[src/rtl/keypad_scanner.sv]
// 4x4 matrix keypad scanner: walks one active-low column at a time, samples the
// synchronized rows, debounces press and release, and strobes the accepted key.
module keypad_scanner #(
    parameter int SCAN_DIV        = 1000,
    parameter int DEBOUNCE_CYCLES = 20000
) (
    input  logic       clk,
    input  logic       reset,
    input  logic [3:0] rows,
    output logic [3:0] cols,
    output logic [1:0] row_index,
    output logic [1:0] col_index,
    output logic       key_valid,
    output logic       key_held
);

    localparam int CNT_MAX = (SCAN_DIV > DEBOUNCE_CYCLES) ? SCAN_DIV : DEBOUNCE_CYCLES;
    localparam int CNT_W   = (CNT_MAX > 2) ? $clog2(CNT_MAX) : 1;

    localparam logic [CNT_W-1:0] SCAN_LAST = CNT_W'(SCAN_DIV - 1);
    localparam logic [CNT_W-1:0] DEB_LAST  = CNT_W'(DEBOUNCE_CYCLES - 1);
    localparam logic [CNT_W-1:0] CNT_ONE   = CNT_W'(1);

    typedef enum logic [1:0] {
        SCAN     = 2'd0,
        DEBOUNCE = 2'd1,
        HELD     = 2'd2,
        RELEASE  = 2'd3
    } state_t;

    state_t           state_q;
    logic [CNT_W-1:0] cnt_q;
    logic [1:0]       col_ptr_q;
    logic [3:0]       cols_q;
    logic [1:0]       cap_row_q;
    logic [1:0]       cap_col_q;
    logic [1:0]       row_index_q;
    logic [1:0]       col_index_q;
    logic             key_valid_q;
    logic             key_held_q;
    logic [3:0]       rows_meta_q;
    logic [3:0]       rows_s_q;

    logic [1:0] col_ptr_d;
    logic       cap_pressed;

    function automatic logic [3:0] col_mask(input logic [1:0] ptr);
        return ~(4'b0001 << ptr);
    endfunction

    // Lowest-numbered low row wins when several rows are low in one column.
    function automatic logic [1:0] lowest_low(input logic [3:0] r);
        logic [1:0] idx;
        idx = 2'd0;
        for (int i = 3; i >= 0; i--) begin
            if (!r[i]) idx = 2'(i);
        end
        return idx;
    endfunction

    assign col_ptr_d   = col_ptr_q + 2'd1;
    assign cap_pressed = ~rows_s_q[cap_row_q];

    always_ff @(posedge clk) begin
        if (reset) begin
            rows_meta_q <= 4'b1111;
            rows_s_q    <= 4'b1111;
        end else begin
            rows_meta_q <= rows;
            rows_s_q    <= rows_meta_q;
        end
    end

    always_ff @(posedge clk) begin
        if (reset) begin
            state_q     <= SCAN;
            cnt_q       <= '0;
            col_ptr_q   <= 2'd0;
            cols_q      <= 4'b1110;
            row_index_q <= 2'd0;
            col_index_q <= 2'd0;
            key_valid_q <= 1'b0;
            key_held_q  <= 1'b0;
        end else begin
            key_valid_q <= 1'b0;
            case (state_q)
                SCAN: begin
                    if (cnt_q == SCAN_LAST) begin
                        cnt_q <= '0;
                        if (rows_s_q == 4'b1111) begin
                            col_ptr_q <= col_ptr_d;
                            cols_q    <= col_mask(col_ptr_d);
                        end else begin
                            cap_row_q <= lowest_low(rows_s_q);
                            cap_col_q <= col_ptr_q;
                            state_q   <= DEBOUNCE;
                        end
                    end else begin
                        cnt_q <= cnt_q + CNT_ONE;
                    end
                end
                DEBOUNCE: begin
                    if (!cap_pressed) begin
                        cnt_q   <= '0;
                        state_q <= SCAN;
                    end else if (cnt_q == DEB_LAST) begin
                        cnt_q       <= '0;
                        state_q     <= HELD;
                        row_index_q <= cap_row_q;
                        col_index_q <= cap_col_q;
                        key_valid_q <= 1'b1;
                        key_held_q  <= 1'b1;
                    end else begin
                        cnt_q <= cnt_q + CNT_ONE;
                    end
                end
                HELD: begin
                    cnt_q <= '0;
                    if (!cap_pressed) state_q <= RELEASE;
                end
                RELEASE: begin
                    // A row that drops again is a bounce: back to HELD, no new strobe.
                    if (cap_pressed) begin
                        cnt_q   <= '0;
                        state_q <= HELD;
                    end else if (cnt_q == DEB_LAST) begin
                        cnt_q      <= '0;
                        state_q    <= SCAN;
                        key_held_q <= 1'b0;
                        col_ptr_q  <= col_ptr_d;
                        cols_q     <= col_mask(col_ptr_d);
                    end else begin
                        cnt_q <= cnt_q + CNT_ONE;
                    end
                end
                default: begin
                    cnt_q   <= '0;
                    state_q <= SCAN;
                end
            endcase
        end
    end

    assign cols      = cols_q;
    assign row_index = row_index_q;
    assign col_index = col_index_q;
    assign key_valid = key_valid_q;
    assign key_held  = key_held_q;

endmodule
[config.mk]
export PLATFORM = sky130hd
export DESIGN_NAME = keypad_scanner
export DESIGN_NICKNAME = d
export VERILOG_FILES = /design/src/rtl/keypad_scanner.sv
export SDC_FILE = /design/constraint.sdc
export NUM_CORES = 1
export LEC_CHECK = 0
export ABC_CLOCK_PERIOD_IN_PS = 4220
export BUFFER_PORTS_ARGS = -buffer_cell sky130_fd_sc_hd__buf_4
export CAP_MARGIN = 40
export CORE_ASPECT_RATIO = 1.1
export CORE_MARGIN = 1.5
export CORE_UTILIZATION = 50
export DETAILED_ROUTE_END_ITERATION = 8
export GPL_TIMING_DRIVEN = 1
export PLACE_DENSITY = 0.69
export SYNTH_ARGS = -nofsm -noshare
export SYNTH_HDL_FRONTEND = slang
export SYNTH_SLANG_ARGS = --single-unit
[constraint.sdc]
create_clock -name clk -period 4.22 [get_ports clk]
set_input_delay 0.844 -clock clk [delete_from_list [all_inputs] [get_ports clk]]
set_output_delay 0.844 -clock clk [all_outputs]
set_load 0.005 [all_outputs]
* After elaboration in Yosys (flattened, before gate mapping)
Cells that the tools add are included.
** Storage, ports and cells
- Register bits after elaboration :: 41
- Bits of input ports :: 6
- Output and inout bits :: 10
- Word-level logic and storage cells :: 82
** Operators by class
- Add/subtract/negate cells :: 2
- Magnitude comparators :: 1
- Equality and inequality tests :: 16
- Shift operators :: 1
- Muxes and demuxes :: 34
- Bitwise logic cells :: 5
- Reduce and logical (&&, ||, !) cells :: 10
** Operators by type and width (count)
- $mux W15 :: 4
- $pmux W15 S4 :: 1
- $mux W2 :: 13
- $mux W4 :: 4
- $ne A2 B2 Y1 const B :: 8
- $add A15 B1 Y15 const B :: 1
- $eq A15 B10 Y1 const B :: 1
- $eq A15 B15 Y1 const B :: 1
- $reduce_and A5 Y1 :: 3
- $pmux W2 S4 :: 1
- $pmux W4 S2 :: 1
- $mux W1 :: 7
- $ne A3 B3 Y1 const B :: 2
- $eq A2 B2 Y1 const B :: 2
- $eq A4 B4 Y1 const B :: 1
- $not A1 Y1 :: 4
- $not A4 Y4 :: 1
- $pmux W2 S2 :: 1
- $reduce_and A4 Y1 :: 1
- $reduce_bool A2 Y1 :: 2
- $shl A1 B2 Y4 const A :: 1
- $lt A2 B3 Y1 const B :: 1
- $reduce_and A3 Y1 :: 1
- $reduce_or A3 Y1 :: 1
- 6 further kinds :: 6

* Logic depth before layout (Yosys ltp)
- Depth after elaboration :: 6
- Mapped depth :: 8
- Depth with buffers taken out :: 5

* Least setup slack after synthesis
Ideal clock, no wire load.
- Path type :: flip-flop to flip-flop
- Start :: reg cnt_q[0]
- End :: reg cnt_q[10]
- Library setup time :: 0.073 ns
- Arrival :: 1.838 ns
- Required time :: 4.147 ns
- Path slack :: 2.309 ns
- Cell stages (with the launch flop) :: 9
- Buffers on the path :: 3
- Period minus slack after synthesis :: 1.911 ns
- Cell sequence :: dfxtp_1 ha_1 and4_4 buf_6 and4_4 buf_6 a221o_4 buf_6 nor3_2
** Between the ends
- Word-level cells in the longest chain between the ends :: 4
- Elaborated cells on any way between the ends :: 8
- Those cells by class :: add/sub (1); eq/ne (2); mux (5)
** Ends and longest elaborated chain
- start, declared :: RTL line 32 : logic [CNT_W-1:0] cnt_q;
- start signal, assigned :: RTL line 99 : cnt_q <= cnt_q + CNT_ONE;
- start signal, assigned :: RTL line 114 : cnt_q <= cnt_q + CNT_ONE;
- start signal, assigned :: RTL line 133 : cnt_q <= cnt_q + CNT_ONE;
- $add A15 B1 Y15 / $eq A15 B15 Y1 (equally long branches)
- $mux W15 :: RTL line 106, 126
- $mux W15 (on tied branches) :: RTL line 123, 103
- $pmux W15 S4 (*) :: RTL line 86 : case (state_q)
Mark *: on every way between the ends. The rest lies on a longest branch, timed or not.
A chain may end at the register's enable or synchronous reset.

* Worst setup path in the final report
- Start :: reg cnt_q[0]
- End :: reg col_ptr_q[0]
** Between the ends
- Word-level cells in the longest chain between the ends :: 3
- Elaborated cells on any way between the ends :: 5
- Those cells by class :: eq/ne (4); reduce/logical (1)
** Ends and longest elaborated chain
- $eq A15 B15 Y1 / $eq A15 B10 Y1 (equally long branches) :: RTL line 126, 88
- $ne A2 B2 Y1 (no line)
- $reduce_and A5 Y1 (no line) (*)
- end signal, assigned :: RTL line 91 : col_ptr_q <= col_ptr_d;
- end signal, assigned :: RTL line 130 : col_ptr_q <= col_ptr_d;
- end, declared :: RTL line 33 : logic [1:0] col_ptr_q;
Marked as above.

==> run_results.csv <==
group,metric,value,unit
status,outcome,"complete, no violations",
global_route,grt_max_degree,36,
worst_setup_path,cp_max_fo,8,
worst_setup_path,rr_worst_depth,5,
cts,clockRootBuffer,"clkbuf_8",
yosys,syn_nets,200,
route,avgViaCountPerCell,5.476,
worst_setup_path,critical_path.top_delay_family,"simple AND/OR/NAND/NOR gates",
global_route,grt_overflow_total,0,
timing,worst_clock_skew,5.866,ps
hold_path,min_path_type,"reg2reg",
power,vdd_drop_max,0.1624,mV
yosys,avgSynthCellArea,10.33,um^2
timing,period_needed,1959,ps
layout,final_area,0.002178,mm^2
timing,final.period_utilization,0.4642,
floorplanning,die_w,62.57,um
cts,cts_buffer_depth,2,
route,wl_per_cell,13.92,um
yosys,synth.most_common_cell,"dfxtp_1",
yosys,synthTopCellsByArea,"dfxtp_1 38%, edfxtp_1 6.2%, nor3_2 4.6%, xor2_1 3.6%, ha_1 3.2%",
worst_setup_path,cp_num_cells,5,
run,cap_violations,0,
yosys,syn-cell-area,0.001952,mm^2
worst_setup_path,crit_arrival,2140,ps
floorplanning,rows,23,
cts,clk_latency,290,ps
placement,io_buffers,15,
placement,gp_congestion,0.7667,
placement,preCtsSetupSlack,2260,ps
yosys,async_flop_share,0,
timing,rsz0062_at_grt,"no",
yosys,ys_top_cells_by_count,"37 x dfxtp_1, 9 x nand2b_1, 9 x nor3_2, 9 x or2_2",
timing,fmax,0.5105,GHz
layout,insertedDiodeCount,0,
floorplanning,die_area,0.004288,mm^2
cts,holdBufCountCts,0,
global_route,antenna_found_initial,0,
yosys,ys_types,41,
cts,numCtsBuffers,5,
worst_setup_path,required,4400,ps
layout,final_util,0.5914,
placement,hpwl,2498,um
power,power_density,340.0,mW/mm^2
global_route,first_global_vias,1293,
timing,setup_viol,0,
floorplanning,die_y,68.53,um
placement,placed_cell_area,0.002072,mm^2
worst_setup_path,critPathLaunchType,"register",
global_route,use_met3,0.04870,
yosys,ys_seq_elements,41,
route,wl,3507,um
yosys,syn_inst,189,
timing,fin_ws,2261,ps
yosys,synthFlopType,"dfxtp_1",
global_route,use_met1,0.1998,
cts,cts_resized,0,
yosys,netlist.area_leader.share,0.3795,
floorplanning,core_area,0.003684,mm^2
layout,synthToLayoutAreaGrowth,11.60,%
cts,cts_tree,"built",
timing,tightest_slew,455.0,ps
route,via_count,1380,
route,postRouteAntennaNets,0,
timing,relSlewSlack,0.6924,
worst_setup_path,cp_cell_sequence,"ha_1 > and4_4 > and4_1 > a2bb2oi_2 > mux2_2",
timing,drv_slew,0,
worst_setup_path,critPathBufInv,0,
route,drc,0,
worst_setup_path,critical_path_class,"reg2reg",
yosys,yosysSeqAreaShare,0.4410,
hold_path,hold_depth,1,
route,drtPass1Iterations,4,
cts,clkSinkCount,41,
cts,clkTransAtPathRegs,80,ps
global_route,top_usage_layer,"met2",
worst_setup_path,end_kind,"register",
placement,place_inst,244,
floorplanning,initial_core_util,0.5299,
yosys,synth_edf_count,4,
power,total_leakage_power,0.8372,nW
timing,tns,0,ps
yosys,yosysTopAreaCell,"dfxtp_1",
cts,post_cts_buffers,0,
global_route,grt_pass1_wl,5906,um
worst_setup_path,max_stage_delay,390,ps
layout,final_nets,212,
global_route,grt_use_total,0.1794,
floorplanning,ios,16,
yosys,synth_warnings,0,
worst_setup_path,slowest_stage,"a2bb2oi_2",
global_route,use_met2,0.3347,
cts,htreeDepth,2,
timing,final-hold-violation-count,0,
layout,fin_cells,252,
layout,drive_above_1_share,0.2525,
route,first_iter_violations,89,
[state kept, by name, summed over array words and instances, names as in the netlist, 2 cells and up, named ones only]
name / count
cap_col_q: 2
cap_row_q: 2
col_ptr_q: 2
row_index: 2
cols: 4
rows_s_q: 4
cnt_q: 15
col_index: 2
rows_meta_q: 4
[where the power goes]
part | internal (mW) | total (mW) | switching (mW)
clock | 0.175 | 0.303 | 0.128
combinational | 0.0181 | 0.0321 | 0.0140
sequential | 0.400 | 0.406 | 0.00569
[placed cells by master, fill, tap and decap left out, drive strengths merged, types with 2 or more instances in the layout]
cell    synthesis  final
a211oi          4      4
a21oi           2      2
and2            4      4
and3            3      3
and4            4      4
and4b           2      2
buf             5     16
clkbuf          6      6
dfxtp          37     37
edfxtp          4      4
ha              5      5
inv             3      3
mux2            2      2
mux2i           6      6
nand2           6      6
nand2b          9      9
nand3           7      7
nand4           7      7
nand4b          4      4
nor2            8      8
nor2b           5      5
nor3           12     12
nor3b           2      2
nor4            2      2
nor4b           2      2
o21ai           8      8
or2             9      9
or3             3      3
xnor2           3      3
xor2            8      8
[final cells by class]
class / instances / area (um^2)
flip-flops and latches: 41 / 860.8
multi-input cells: 134 / 1013
fillers: 348 / 1505
inverters: 3 / 11.26
clock inverters: 2 / 33.78
repair buffers: 16 / 123.9
clock buffers: 6 / 72.57
well taps: 50 / 62.56
[final timing paths]
check                 start            to  slack, ps
min          rows_meta_q[0]   rows_s_q[0]        420
min reg2reg  rows_meta_q[0]   rows_s_q[0]        420
max reg2reg        cnt_q[0]  col_ptr_q[0]       2260
max                cnt_q[0]  col_ptr_q[0]       2260
[cells by family (layout without fill, tap and decap cells)]
family                     Yosys count  after routing  synth area share
and+or+nand+nor                     89             89            0.3038
buffers and inverters               14             27           0.03974
adders and majority gates            5              5           0.03205
DFF                                 41             41            0.4410
muxes                                9              9           0.05385
AOI/OAI and AO/OA                   20             20           0.07629
xor gates and xnor gates            11             11           0.05321
[per-layer routing]
layer,vias to the layer above,wire [um],share of wire
met2,22,1835,0.52
met4,0,14,0.0040
met5,-,0,0
li1,702,-,-
met1,654,1525,0.43
met3,2,131,0.037
[metrics by stage]
step	hold WS, ps	power [mW]
global placement	393.8	0.4458
CTS	415.7	0.7525
detailed placement	393.8	0.4471
finish	415.7	0.7406
floorplan	389.5	0.4371
global route	433.0	0.7720
No activity file was read; power rests on OpenSTA's default activity.
